[src/rtl/aes_pkg.sv]
// Shared AES definitions: GF(2^8) helpers, column type and MixColumns engine FSM states.
// Imported by the column unit and the MixColumns engine.
package aes_pkg;

  localparam logic [7:0] AES_POLY = 8'h1b;

  // Element 0 is row 0, the most significant byte of the 32-bit column.
  typedef logic [0:3][7:0] col_t;

  typedef enum logic [1:0] {
    ST_IDLE = 2'd0,
    ST_RUN  = 2'd1,
    ST_DONE = 2'd2
  } mc_state_e;

  function automatic logic [7:0] xtime(input logic [7:0] x);
    return {x[6:0], 1'b0} ^ (x[7] ? AES_POLY : 8'h00);
  endfunction

  function automatic logic [7:0] gf_mul2(input logic [7:0] x);
    return xtime(x);
  endfunction

  // Multiply by a 4-bit constant; covers every MixColumns coefficient (1,2,3,9,b,d,e).
  function automatic logic [7:0] gf_mul_k(input logic [7:0] x, input logic [3:0] k);
    logic [7:0] x2, x4, x8;
    x2 = gf_mul2(x);
    x4 = gf_mul2(x2);
    x8 = gf_mul2(x4);
    return ({8{k[0]}} & x) ^ ({8{k[1]}} & x2) ^ ({8{k[2]}} & x4) ^ ({8{k[3]}} & x8);
  endfunction

endpackage

[src/rtl/mixcol_engine_if.sv]
// Block-level handshake bundle for the MixColumns engine: upstream valid/ready,
// downstream valid/ready, 128-bit state in both directions and a busy flag.
interface mixcol_engine_if;
  logic         in_valid;
  logic         in_ready;
  logic [127:0] data_i;
  logic         decrypt_i;
  logic         bypass_i;
  logic         out_valid;
  logic         out_ready;
  logic [127:0] data_o;
  logic         busy_o;

  modport master (
    output in_valid, data_i, decrypt_i, bypass_i, out_ready,
    input  in_ready, out_valid, data_o, busy_o
  );

  modport slave (
    input  in_valid, data_i, decrypt_i, bypass_i, out_ready,
    output in_ready, out_valid, data_o, busy_o
  );
endinterface

[src/rtl/mixcol_word.sv]
// One-column MixColumns / InvMixColumns, purely combinational.
module mixcol_word
  import aes_pkg::*;
(
  input  col_t col_i,
  input  logic decrypt_i,
  output col_t col_o
);

  // Row r uses a rotated coefficient row; 2-bit index arithmetic gives mod-4 wrap.
  always_comb begin
    col_o = '0;
    for (int r = 0; r < 4; r++) begin
      if (decrypt_i)
        col_o[r] = gf_mul_k(col_i[2'(r)],     4'he) ^ gf_mul_k(col_i[2'(r + 1)], 4'hb) ^
                   gf_mul_k(col_i[2'(r + 2)], 4'hd) ^ gf_mul_k(col_i[2'(r + 3)], 4'h9);
      else
        col_o[r] = gf_mul_k(col_i[2'(r)],     4'h2) ^ gf_mul_k(col_i[2'(r + 1)], 4'h3) ^
                   col_i[2'(r + 2)] ^ col_i[2'(r + 3)];
    end
  end

endmodule

[src/rtl/mixcol_engine.sv]
// Iterative AES MixColumns / InvMixColumns with per-block bypass, COLS_PER_CYC columns per beat.
// Result is held in data_o until consumed; a new block may be accepted on the hand-off cycle.
module mixcol_engine
  import aes_pkg::*;
#(
  parameter int COLS_PER_CYC = 1
) (
  input  logic           clk,
  input  logic           rst,
  mixcol_engine_if.slave bus
);

  localparam int NBEAT = 4 / COLS_PER_CYC;
  localparam int BW    = (NBEAT > 1) ? $clog2(NBEAT) : 1;

  if (COLS_PER_CYC != 1 && COLS_PER_CYC != 2 && COLS_PER_CYC != 4) begin : g_bad_cols
    $error("mixcol_engine: COLS_PER_CYC must be 1, 2 or 4");
  end

  mc_state_e     state_q, state_d;
  logic [BW-1:0] beat_q;
  logic [127:0]  din_q;
  logic [127:0]  dout_q;
  logic          dec_q;
  logic          accept;
  logic          last_beat;

  col_t col_in  [COLS_PER_CYC];
  col_t col_out [COLS_PER_CYC];

  assign last_beat = (beat_q == BW'(NBEAT - 1));
  assign accept    = bus.in_valid && bus.in_ready;

  always_comb begin
    state_d       = state_q;
    bus.in_ready  = 1'b0;
    bus.out_valid = 1'b0;
    case (state_q)
      ST_IDLE: begin
        bus.in_ready = 1'b1;
        if (bus.in_valid) state_d = bus.bypass_i ? ST_DONE : ST_RUN;
      end
      ST_RUN: begin
        if (last_beat) state_d = ST_DONE;
      end
      ST_DONE: begin
        bus.out_valid = 1'b1;
        bus.in_ready  = bus.out_ready;
        if (bus.out_ready)
          state_d = bus.in_valid ? (bus.bypass_i ? ST_DONE : ST_RUN) : ST_IDLE;
      end
      default: state_d = ST_IDLE;
    endcase
  end

  for (genvar g = 0; g < COLS_PER_CYC; g++) begin : g_col
    always_comb col_in[g] = din_q[127 - 32 * (int'(beat_q) * COLS_PER_CYC + g) -: 32];

    mixcol_word u_word (
      .col_i     (col_in[g]),
      .decrypt_i (dec_q),
      .col_o     (col_out[g])
    );
  end

  always_ff @(posedge clk or posedge rst) begin
    if (rst) begin
      state_q <= ST_IDLE;
      beat_q  <= '0;
      din_q   <= '0;
      dout_q  <= '0;
      dec_q   <= 1'b0;
    end else begin
      state_q <= state_d;
      if (accept) begin
        din_q  <= bus.data_i;
        dec_q  <= bus.decrypt_i;
        beat_q <= '0;
        if (bus.bypass_i) dout_q <= bus.data_i;
      end else if (state_q == ST_RUN) begin
        for (int g = 0; g < COLS_PER_CYC; g++)
          dout_q[127 - 32 * (int'(beat_q) * COLS_PER_CYC + g) -: 32] <= col_out[g];
        beat_q <= last_beat ? '0 : beat_q + 1'b1;
      end
    end
  end

  assign bus.data_o = dout_q;
  assign bus.busy_o = (state_q != ST_IDLE);

endmodule

[src/flat_wrapper.sv]
// flat-port wrapper written by rule: the top's interface ports become plain ports
module mixcol_engine_flat import aes_pkg::*;
#(
  parameter int COLS_PER_CYC = 1
)
  (clk, rst, bus_in_valid, bus_data_i, bus_decrypt_i, bus_bypass_i, bus_out_ready, bus_in_ready, bus_out_valid, bus_data_o, bus_busy_o);
  mixcol_engine_if bus_i ();
  input  logic clk;
  input  logic rst;
  input wire logic [$bits(bus_i.in_valid)-1:0] bus_in_valid;
  input wire logic [$bits(bus_i.data_i)-1:0] bus_data_i;
  input wire logic [$bits(bus_i.decrypt_i)-1:0] bus_decrypt_i;
  input wire logic [$bits(bus_i.bypass_i)-1:0] bus_bypass_i;
  input wire logic [$bits(bus_i.out_ready)-1:0] bus_out_ready;
  output wire logic [$bits(bus_i.in_ready)-1:0] bus_in_ready;
  output wire logic [$bits(bus_i.out_valid)-1:0] bus_out_valid;
  output wire logic [$bits(bus_i.data_o)-1:0] bus_data_o;
  output wire logic [$bits(bus_i.busy_o)-1:0] bus_busy_o;
  assign bus_i.in_valid = bus_in_valid;
  assign bus_i.data_i = bus_data_i;
  assign bus_i.decrypt_i = bus_decrypt_i;
  assign bus_i.bypass_i = bus_bypass_i;
  assign bus_i.out_ready = bus_out_ready;
  assign bus_in_ready = bus_i.in_ready;
  assign bus_out_valid = bus_i.out_valid;
  assign bus_data_o = bus_i.data_o;
  assign bus_busy_o = bus_i.busy_o;
  mixcol_engine #(.COLS_PER_CYC(COLS_PER_CYC)) u_core (.clk(clk), .rst(rst), .bus(bus_i));
endmodule
[config.mk]
export PLATFORM = sky130hd
export DESIGN_NAME = mixcol_engine_flat
export DESIGN_NICKNAME = d
export VERILOG_FILES = /design/src/rtl/aes_pkg.sv /design/src/rtl/mixcol_engine_if.sv /design/src/rtl/mixcol_word.sv /design/src/rtl/mixcol_engine.sv /design/src/flat_wrapper.sv
export SDC_FILE = /design/constraint.sdc
export NUM_CORES = 1
export LEC_CHECK = 0
export BUFFER_PORTS_ARGS = -buffer_cell sky130_fd_sc_hd__buf_2
export CAP_MARGIN = 20
export CORE_MARGIN = 1
export CORE_UTILIZATION = 48
export DETAILED_ROUTE_END_ITERATION = 12
export GPL_ROUTABILITY_DRIVEN = 0
export PLACE_DENSITY = 0.92
export SKIP_LAST_GASP = 1
export SYNTH_ARGS = -nofsm -noshare
export SYNTH_HDL_FRONTEND = slang
export SYNTH_SLANG_ARGS = --single-unit
export TNS_END_PERCENT = 1
[constraint.sdc]
create_clock -name clk -period 4.75 [get_ports clk]
set_input_delay 0.475 -clock clk [delete_from_list [all_inputs] [get_ports clk]]
set_output_delay 0.475 -clock clk [all_outputs]
set_load 0.005 [all_outputs]
; ---- Yosys cells after proc, flatten, opt, wreduce, memory -nomap -nowiden
; Cells that the tools add are included.
[op_classes]
add_sub_neg = 3
n_eq_ne = 7
n_shift = 2
n_mux = 15
reduce_logical = 6
[op_table]
columns = op, count
row1 = $mux W128, 3
row2 = $shift A32 B33 Y159 const A, 1
row3 = $shiftx A1 B33 Y159 const A, 1
row4 = $bwmux W128, 1
row5 = $neg A32 Y33, 1
row6 = $mux W2, 8
row7 = $sub A7 B7 Y8 const A, 1
row8 = $ne A2 B2 Y1 const B, 3
row9 = $pmux W2 S3, 1
row10 = $eq A2 B2 Y1 const B, 2
row11 = $reduce_bool A2 Y1, 2
row12 = $reduce_and A3 Y1, 1
row13 = $add A2 B1 Y2 const B, 1
row14 = $eq A2 B1 Y1 const B, 1
row15 = $logic_not A2 Y1, 1
row16 = $ne A2 B1 Y1 const B, 1
row17 = $pmux W1 S2, 1
row18 = $reduce_and A2 Y1, 1
row19 = $logic_and A1 B1 Y1, 1
row20 = $mux W1, 1
[totals]
reg_bits = 132
elab_cells = 36

; ---- Longest topological paths before layout
; Gate-level depths: netlist (run 1).
[depth]
depth_word = 6
depth_mapped = 6

; ---- By module
; From an unflattened synthesis (run 1), not the netlist that was laid out.
[hier_totals]
hier_cells = 1464
hier_area_um2 = 14605.3
[by_module_without_submodules]
columns = mod, n_inst, cells_per_inst, area_each_um2, seq_area_each_um2
row1 = mixcol_engine, 1, 1431, 14361.3, 6531.3
row2 = mixcol_word, 1, 33, 244.0, 0.0

; ---- Worst setup path after synthesis (run 1)
; No wires, ideal clock.
[synth_path]
path_type = input-to-reg
startpoint = input port bus_out_ready
endpoint = register u_core.dout_q[100], in the netlist u_core.bus.data_o[100]
setup_ps = 79
t_arrival_ps = 1270
required_ps = 4671
setup_slack_ps = 3401
path_stages = 5
n_path_buf = 2
path_cell_list = nor2b_1 nor3_2 buf_4 buf_6 mux2i_1
[synth_via]
elab_chain_cells = 4
[synth_lines]
columns = element, line
row1 = "start, declared", flat_wrapper.sv:14  ; input wire logic [$bits(bus_i.out_ready)-1:0] bus_out_ready;
row2 = $pmux W1 S2 *, mixcol_engine.sv:38  ; case (state_q)
row3 = $logic_and A1 B1 Y1 *, mixcol_engine.sv:32  ; assign accept = bus.in_valid && bus.in_ready;
row4 = $ne A2 B2 Y1 (no line) or $reduce_bool A2 Y1 (tied branches), -
row5 = $reduce_and A2 Y1 (no line), -
row6 = "end signal, assigned", mixcol_engine.sv:79  ; if (bus.bypass_i) dout_q <= bus.data_i;
row7 = "end signal, assigned by index", mixcol_engine.sv:82  ; dout_q[127 - 32 * (int'(beat_q) * COLS_PER_CYC + g) -: 32] <= col_out[g];
row8 = "end, declared", mixcol_engine.sv:23  ; logic [127:0] dout_q;
; Every way passes the cells marked *; elsewhere a longest branch is shown, timed or not.
; A chain may end at the register's enable or synchronous reset.

; ---- Worst setup path in the final report (run 1)
[layout_path]
startpoint = register u_core.state_q[1]
endpoint = register u_core.dout_q[109], in the netlist u_core.bus.data_o[109]
[layout_via]
elab_chain_cells = 5
[layout_lines]
columns = element, line
row1 = "start, declared", mixcol_engine.sv:20  ; mc_state_e state_q, state_d;
row2 = "start signal, assigned", mixcol_engine.sv:74  ; state_q <= state_d;
row3 = $eq A2 B2 Y1 or $logic_not A2 Y1 (tied branches), mixcol_engine.sv:38
row4 = $pmux W1 S2, mixcol_engine.sv:38
row5 = $logic_and A1 B1 Y1, mixcol_engine.sv:32
row6 = $ne A2 B2 Y1 (no line) or $reduce_bool A2 Y1 (tied branches), -
row7 = $reduce_and A2 Y1 (no line), -
; Several ways; a longest one is shown, not always the timed one.

==> run summary, run 1 <==
Routed Antenna Nets: 0
Post-Synthesis Cells: 572
DR WL/cell: 13.5 um
post-route setup TNS: 0 ps
clk buf depth: 2
die outline area: 12900 sq um
skew final: 5.37 ps
Num CTS Buffers: 17
RR Startpoint: u_core.state_q[1]$_DFFE_PP0P_
max_cap viols: 0
Post-CTS Resized: 0
P&R area growth vs syn: 33.6%
Avg Cell Area, Syn: 10.4 sq um
final period utilization: 50.3%
HPWL Detailed: 9.71 mm
CTS clk-pin slew, worst paths: 60 ps
internal cell power: 3.36 mW
register bit total from synthesis: 132
worst-path fanout max: 45
most common cell after layout, fill and taps aside: buf_2
Reg2Reg Setup Slack: 2360 ps
Netlist cell types: 19
r2r endpoint: u_core.bus.data_o[109]$_DFFE_PP0P_
drt pass-1 iters: 4
yosys warns: 0
arrival time at the worst endpoint: 2710 ps
final-stage net count: 973
DR iter-0 viols: 249
total number of vias: 4648
die extent in x: 114 um
Max VDD drop: 0.297 mV
fin. max-slew vios: 0
Via-to-Cell Ratio: 4.57
Reg2Reg Depth: 5
Port Buffers: 263
Post-Route WL: 13.7 mm
CTS root buf: clkbuf_16
share of total power in the clock network: 27.0%
Switching Fraction: 32.8%
WS Path Type: flop to flop
antenna cell count: 0
layout cell share with drive strength beyond 1: 36.6%
Ports: 265
Hold-fix buffers, CTS: 0
worst hold path class: input pin to asynchronous set/reset pin
CP required: 5070 ps
total chip power: 5.00 mW
Syn Nets: 710
max frequency: 419 MHz
PwrDens: 627 nW/um^2
FP Rows: 40
CTS Sinks: 132
number of global-route vias before repair: 4700
initial antenna violation count: 0
Max-Slew Margin vs Limit: 36.3%
most frequent cells in the layout: 263 x buf_2, 132 x dfrtp_1, 130 x inv_1
H-tree levels: 4
final setup vio count: 0
CP Launch Type: flop
fraction of the yosys area taken by sequential cells: 55.3%
core area: 12100 sq um
Mapped Area: 5970 sq um
Sequential Power Share: 39.9%
min Tclk post-route: 2390 ps
Hold Violations, Final: 0
postcts setup bufs: 0
status: completed
GRT Total Usage: 21.7%
P_sw: 1.64 mW
grt total ovfl: 0
drt drc: 0
LEAKAGE: 4.60 nW
Comb pwr share: 33.1%
largest net degree at the start of global routing: 59
Die Y: 114 um
Worst Tran Pin Value: 955 ps
Setup crit end kind: flop
CTS tree: built
Initial Utilization: 49.5%
RSZ-0062 raised after global routing: false
first-pass GRT wire length: 21.7 mm
worst skew pair latency: 400 ps
-- cell usage after synthesis --
| cell type | count | share of area, % |
|---|---|---|
| dfrtp_1 | 132 | 55 |
| inv_1 | 131 | 8.2 |
| nand2_1 | 129 | 8.1 |
| mux2i_1 | 128 | 21 |
| buf_2 | 14 | 1.2 |
| buf_6 | 11 | 2.1 |
| nand3b_1 | 5 | 0.63 |
| ha_1 | 4 | 0.84 |
| a22o_1 | 2 | 0.29 |
| buf_4 | 2 | 0.25 |
| mux2_2 | 2 | 0.38 |
| nor2_1 | 2 | 0.13 |
| nor2b_1 | 2 | 0.21 |
| o21ai_0 | 2 | 0.17 |
| or2_2 | 2 | 0.21 |
| clkbuf_2 | 1 | 0.084 |
| nand2b_1 | 1 | 0.10 |
| nor3_2 | 1 | 0.17 |
| o2bb2ai_1 | 1 | 0.15 |
-- area by class of cell --
type                       instances  area (sq um)
timing repair buffer             272          1380
inverter                         131           494
tap                              168           210
fill                             953          4080
multi-input combinational        281          1970
sequential                       132          3300
clock inverter                    12           153
clock buffer                      20           467
-- sequential cells by signal, summed over array words and instances, names as in the netlist --
register,cells
u_core.bus.data_o,128
u_core.state_q,2
u_core.beat_q,2
-- power groups by stage --
stage | Clock [mW] | Combinational (mW) | Sequential (mW)
6_report | 1.35 | 1.65 | 2.00
5_1_grt | 1.43 | 1.86 | 2.06
4_1_cts | 1.37 | 1.68 | 1.99
3_5_place_dp | 0 | 1.68 | 1.99
3_3_place_gp | 0 | 1.59 | 1.97
2_1_floorplan | 0 | 0.853 | 2.01
-- through the flow --
stage	cell area, sq um	util, %	setup slack, ps	cells	hold slack, ps
5_1_grt	7980	66.1	2220	1016	92.0
3_3_place_gp	7360	61.0	2420	984	506
2_1_floorplan	5970	-	749	572	521
3_5_place_dp	7360	61.0	2380	984	513
4_1_cts	7980	66.1	2380	1016	77.9
6_report	7980	66.1	2360	1016	71.7
-- per-layer routing --
| layer | global-route usage, % | vias up | share of wire [%] |
|---|---|---|---|
| li1 | - | 2253 | - |
| met1 | 25.0 | 2202 | 41 |
| met2 | 38.2 | 169 | 52 |
| met3 | 5.84 | 24 | 5.9 |
| met4 | 9.12 | 0 | 1.8 |
| met5 | 0 | - | 0 |
-- worst max-delay path: stages (launching register included) --
cell     delay [ps]
dfrtp_1         470
nor2b_1         220
nor3_4          170
buf_4           420
buf_4           670
mux2i_1         290
-- worst max path at each step --
stage | start | to | slack [ps] | depth (start not counted)
5_1_grt | u_core.state_q[1]$_DFFE_PP0P_ | u_core.bus.data_o[65]$_DFFE_PP0P_ | 2220 | 5
4_1_cts | u_core.state_q[1]$_DFFE_PP0P_ | u_core.bus.data_o[109]$_DFFE_PP0P_ | 2380 | 5
6_report | u_core.state_q[1]$_DFFE_PP0P_ | u_core.bus.data_o[109]$_DFFE_PP0P_ | 2360 | 5
3_3_place_gp | u_core.state_q[1]$_DFFE_PP0P_ | u_core.bus.data_o[101]$_DFFE_PP0P_ | 2420 | 5
3_5_place_dp | u_core.state_q[1]$_DFFE_PP0P_ | u_core.bus.data_o[118]$_DFFE_PP0P_ | 2380 | 5
2_1_floorplan | rst | u_core.beat_q[0]$_DFFE_PP0P_ | 750 | 1
-- kinds of logic after synthesis --
family                   count (synthesis)  share of synthesized area [%]
multiplexers                           130                           21.8
buffers and inverters                  159                           11.8
flip-flops                             132                           55.3
AND/OR/NAND/NOR                        142                           9.56
AO/OA/AOI/OAI                            5                          0.608
adder cells (fa/ha/maj)                  4                          0.838
Power figures use the tool's default switching activity.
==> run 2: changes to the inputs <==
Clock period 4.75 ns to 2.37 ns, I/O delays scaled along.
==> run summary, run 2 (same netlist as run 1, synthesis figures left out) <==
final setup vio count: 0
antenna cell count: 0
core area: 12100 sq um
CTS root buf: clkbuf_16
number of flip-flops in the largest register: 128
Initial Utilization: 49.5%
critical path's top delay family: simple AND/OR/NAND/NOR gates
Worst path max stage delay: 480 ps
drt drc: 0
CTS Sinks: 132
initial antenna violation count: 0
P_sw: 3.22 mW
final-stage net count: 973
die outline area: 12900 sq um
postcts setup bufs: 0
die extent in x: 114 um
Reg2Reg Depth: 4
largest net degree at the start of global routing: 133
RSZ-0062 raised after global routing: false
post-route setup TNS: 0 ps
CTS tree: built
first-pass GRT wire length: 21.3 mm
worst hold path class: input pin to asynchronous set/reset pin
WS Path Type: flop to flop
r2r endpoint: u_core.bus.data_o[97]$_DFFE_PP0P_
CP bufs+invs: 1
Worst Tran Pin Value: 711 ps
PwrDens: 1250 nW/um^2
Port Buffers: 263
LEAKAGE: 4.60 nW
CP Cell Sequence: nor2b_1, nor3_4, buf_12, mux2i_1
worst skew pair latency: 410 ps
DR WL/cell: 13.3 um
Post-CTS Resized: 0
grt total ovfl: 0
Switching Fraction: 32.2%
met3 Track Usage GR: 6.48%
Num CTS Buffers: 17
P&R area growth vs syn: 34.4%
CP required: 2690 ps
status: completed
RR Startpoint: u_core.state_q[1]$_DFFE_PP0P_
arrival time at the worst endpoint: 2150 ps
met1 global-route usage: 24.1%
most common cell after layout, fill and taps aside: buf_2
Hold Violations, Final: 0
skew final: 5.81 ps
clk buf depth: 2
Sequential Power Share: 39.6%
met2 Use GR: 36.4%
Ports: 265
GRT Total Usage: 21.2%
Max-Slew Margin vs Limit: 52.6%
CTS clk-pin slew, worst paths: 50 ps
number of global-route vias before repair: 4563
H-tree levels: 4
Routed Antenna Nets: 0
CP Launch Type: flop
Max VDD drop: 0.702 mV
Comb pwr share: 33.4%
HPWL Detailed: 9.39 mm
total number of vias: 4637
max frequency: 546 MHz
worst-path fanout max: 70
Hold-fix buffers, CTS: 1
DR iter-0 viols: 231
most frequent cells in the layout: 263 x buf_2, 132 x dfrtp_1, 130 x inv_1
Reg2Reg Setup Slack: 540 ps
drt pass-1 iters: 4
max_cap viols: 0
fin. max-slew vios: 0
Setup crit end kind: flop
final period utilization: 77.2%
share of total power in the clock network: 27.0%
Die Y: 114 um
post-layout util: 66.5%
layout cell share with drive strength beyond 1: 36.2%
internal cell power: 6.78 mW
Post-Route WL: 13.5 mm
Via-to-Cell Ratio: 4.57
CP max stage cell: dfrtp_1
FP Rows: 40
GR peak layer: met2
min Tclk post-route: 1830 ps
## run 2: changes by cell type in the layout (fill, tap and decap cells not counted)
cell / before / now
buf_12: 0 / 3
buf_4: 9 / 5
clkbuf_1: 0 / 1
clkbuf_8: 3 / 5
clkinv_2: 4 / 2
clkinv_4: 3 / 0
clkinvlp_4: 1 / 4
dlygate4sd3_1: 0 / 1
inv_4: 1 / 0
inv_6: 1 / 0
## run 2: per-layer routing
layer,wire length (um),vias to the layer above
met5,0,-
met4,335,0
met3,878,31
met2,6670,167
met1,5620,2171
li1,-,2268
## run 2: power groups by stage
stage                     combinational [mW]  clock (mW)  sequential (mW)
after floorplan                         1.71           0             4.04
after global placement                  3.22           0             3.94
after detailed placement                3.38           0             3.97
after CTS                               3.40        2.75             3.97
after global routing                    3.74        2.84             4.10
final                                   3.34        2.70             3.97
## run 2: final cells by class
cell class	instances	area (sq um)
clock buffer	23	498
clock inverter	8	123
fill	923	4040
inverter	131	495
multi-input combinational	281	1970
sequential	132	3300
tap	168	210
timing repair buffer	272	1420
## run 2: worst register-to-register path, cell delays in order (launching register included)
cell and delay [ps]:
dfrtp_1 480, nor2b_1 230, nor3_4 270, buf_12 410, mux2i_1 350
## run 2: worst max-delay path by stage
stage,from,end,slack (ps),cells past startpoint
final,u_core.state_q[1]$_DFFE_PP0P_,u_core.bus.data_o[97]$_DFFE_PP0P_,540,4
after global routing,u_core.state_q[1]$_DFFE_PP0P_,u_core.bus.data_o[110]$_DFFE_PP0P_,440,4
after CTS,u_core.state_q[1]$_DFFE_PP0P_,u_core.bus.data_o[78]$_DFFE_PP0P_,530,4
after detailed placement,u_core.state_q[1]$_DFFE_PP0P_,u_core.bus.data_o[97]$_DFFE_PP0P_,580,4
after global placement,u_core.state_q[1]$_DFFE_PP0P_,u_core.bus.data_o[101]$_DFFE_PP0P_,630,4
after floorplan,rst,u_core.beat_q[0]$_DFFE_PP0P_,500,1
## run 2: per-stage QoR
stage | hold slack (ps) | std cells | total power, mW | instance area [sq um] | setup WS, ps
after floorplan | 319 | 572 | 5.75 | 5970 | 496
after global placement | 428 | 983 | 7.15 | 7390 | 627
after detailed placement | 432 | 983 | 7.35 | 7390 | 582
after CTS | 37.8 | 1015 | 10.1 | 8020 | 526
after global routing | 46.2 | 1015 | 10.7 | 8020 | 444
final | 17.2 | 1015 | 10.0 | 8020 | 540
==> run 3: changes to the inputs <==
Settings changed: ABC_AREA from default to 1, CORE_UTILIZATION 48 to 46, PLACE_DENSITY 0.92 to 0.91.
Clock period 2.37 ns to 1.79 ns, I/O delays scaled along.
==> run summary, run 3 <==
status: completed
largest cells by area after synthesis: dfrtp_1 62%, nand2_1 24%, inv_1 2.9%
skew final: 7.64 ps
drt drc: 0
Worst path max stage delay: 420 ps
die extent in x: 109 um
Die Y: 109 um
DR iter-0 viols: 620
Reg2Reg Setup Slack: 200 ps
antenna cell count: 0
Ports: 265
placed insts: 991
worst skew pair latency: 410 ps
Reg2Reg Depth: 7
drt pass-1 iters: 5
number of flip-flops in the largest register: 128
final period utilization: 88.8%
number of global-route vias before repair: 5924
FFs w/ async S/R, synth: 100%
Placed Area: 6830 sq um
clk buf depth: 2
register bit total from synthesis: 132
Non-Filler Instances: 1131
final-stage net count: 1120
max frequency: 629 MHz
post-layout util: 77.0%
most frequent cell after synthesis: nand2_1
r2r endpoint: u_core.bus.data_o[91]$_DFFE_PP0P_
Via-to-Cell Ratio: 5.01
largest net degree at the start of global routing: 73
Mapped Area: 5310 sq um
yosys warns: 0
worst hold path class: input pin to flop
most common cell after layout, fill and taps aside: nand2_1
LEAKAGE: 4.92 nW
WS Path Type: flop to flop
Post-CTS Resized: 0
Num CTS Buffers: 17
max_cap viols: 0
final setup vio count: 0
Avg Cell Area, Syn: 8.79 sq um
RSZ-0062 raised after global routing: false
CP Cell Sequence: nor2_2, nand3_2, nand2_1, nand2_1, buf_12, nand2_1, nand2_1
arrival time at the worst endpoint: 1880 ps
core area: 11000 sq um
Max VDD drop: 0.970 mV
CTS tree: built
Post-Route WL: 18.4 mm
Layout fillers: 634
Worst Tran Pin Value: 399 ps
post-synth top area cell: dfrtp_1
Critical Path Start: u_core.state_q[0]$_DFFE_PP0P_
HPWL Detailed: 9.70 mm
worst-path fanout max: 30
grt total ovfl: 0
fin. max-slew vios: 0
postcts setup bufs: 0
DR WL/cell: 16.3 um
design area: 8490 sq um
die outline area: 12000 sq um
first-pass GRT wire length: 28.5 mm
PwrDens: 1530 nW/um^2
Hold-fix buffers, CTS: 112
CTS clk-pin slew, worst paths: 50 ps
initial antenna violation count: 0
Syn Nets: 742
CP Capture Point: u_core.bus.data_o[91]$_DFFE_PP0P_
most frequent cells in the layout: 334 x nand2_1, 263 x buf_2, 132 x dfrtp_1
H-tree levels: 4
min Tclk post-route: 1590 ps
Main synth FF type: dfrtp_1
top cells by count, synth: 334 x nand2_1, 132 x dfrtp_1, 41 x inv_1
CTS Sinks: 132
Max-Slew Margin vs Limit: 73.4%
Port Buffers: 263
P&R area growth vs syn: 60.0%
crit-path most repeated cell: nand2_1
EDFF count, synth: 0
CTS root buf: clkbuf_16
CP max stage cell: dfrtp_1
Routed Antenna Nets: 0
Hold Violations, Final: 0
Netlist cell types: 18
CP Launch Type: flop
GRT Total Usage: 32.0%
Initial Utilization: 48.1%
Setup crit end kind: flop
RR Startpoint: u_core.state_q[0]$_DFFE_PP0P_
layout cell share with drive strength beyond 1: 31.2%
CP required: 2080 ps
share of the synthesized area in the top cell type: 62.2%
total number of vias: 5663
fraction of the yosys area taken by sequential cells: 62.2%
FP Rows: 38
Post-Synthesis Cells: 604
-- run 3: cell types whose count changed after synthesis, sizes merged, moves of 3 or more --
cell,previous run,this run
mux2i,128,0
nand2,129,334
inv,131,43
buf,27,24
o21ai,2,6
o21bai,0,15
o211ai,0,18
nand3b,5,0
clkbuf,1,5
nor2,2,19
-- run 3: critical path: cells and delay by family, from the launching register on --
family | cells | cell delay (ps)
AND/OR/NAND/NOR | 6 | 810
flip-flops | 1 | 420
buffers and inverters | 1 | 240
-- run 3: area by class of cell --
cell class	count	area [sq um]	area share, %
clock buffers	22	484	5.70
clock inverters	6	55.1	0.648
inverters	43	166	1.96
multi-input cells	400	1680	19.8
flip-flops and latches	132	3300	38.9
well taps	140	175	2.06
repair buffers	388	2620	30.9
-- run 3: worst min-delay path by stage --
stage | startpoint | end | cells past startpoint
3_5_place_dp | rst | u_core.bus.data_o[127]$_DFFE_PP0P_ | 3
4_1_cts | bus_data_i[35] | u_core.bus.data_o[35]$_DFFE_PP0P_ | 3
3_3_place_gp | rst | u_core.bus.data_o[103]$_DFFE_PP0P_ | 3
6_report | bus_data_i[35] | u_core.bus.data_o[35]$_DFFE_PP0P_ | 3
2_1_floorplan | bus_data_i[100] | u_core.bus.data_o[100]$_DFFE_PP0P_ | 2
5_1_grt | bus_data_i[35] | u_core.bus.data_o[35]$_DFFE_PP0P_ | 3
-- run 3: metal layers --
metal,vias to the layer above,global-route usage (%),wire length [um]
met3,75,11.6,1650
met4,0,18.6,738
met2,337,53.7,9240
met1,2664,34.8,6760
met5,-,0,0
li1,2587,-,-
-- run 3: cells by family (layout without fill, tap and decap cells) --
| kind of cell | count (synthesis) | count (layout) | synth area share [%] |
|---|---|---|---|
| AND/OR/NAND/NOR | 355 | 355 | 25.3 |
| flip-flops | 132 | 132 | 62.2 |
| buffers and inverters | 72 | 459 | 6.01 |
| AO/OA/AOI/OAI | 41 | 41 | 5.49 |
| adder cells (fa/ha/maj) | 4 | 4 | 0.943 |
-- run 3: power by group --
part           total, mW  switching, mW  internal [mW]
Sequential          5.07          0.775           4.30
Combinational       4.76           2.74           2.02
Clock               3.20           1.19           2.01
Total               13.0           4.70           8.33
-- run 3: per-stage QoR --
stage	setup slack [ps]	TNS, ps	power, mW	hold slack (ps)
finish	201	0	13.0	16.7
CTS	218	0	12.7	8.44
detailed placement	236	0	9.33	324
floorplan	-26.2	-3460	7.16	296
global placement	290	0	9.10	317
global route	0.0657	0	13.9	7.74
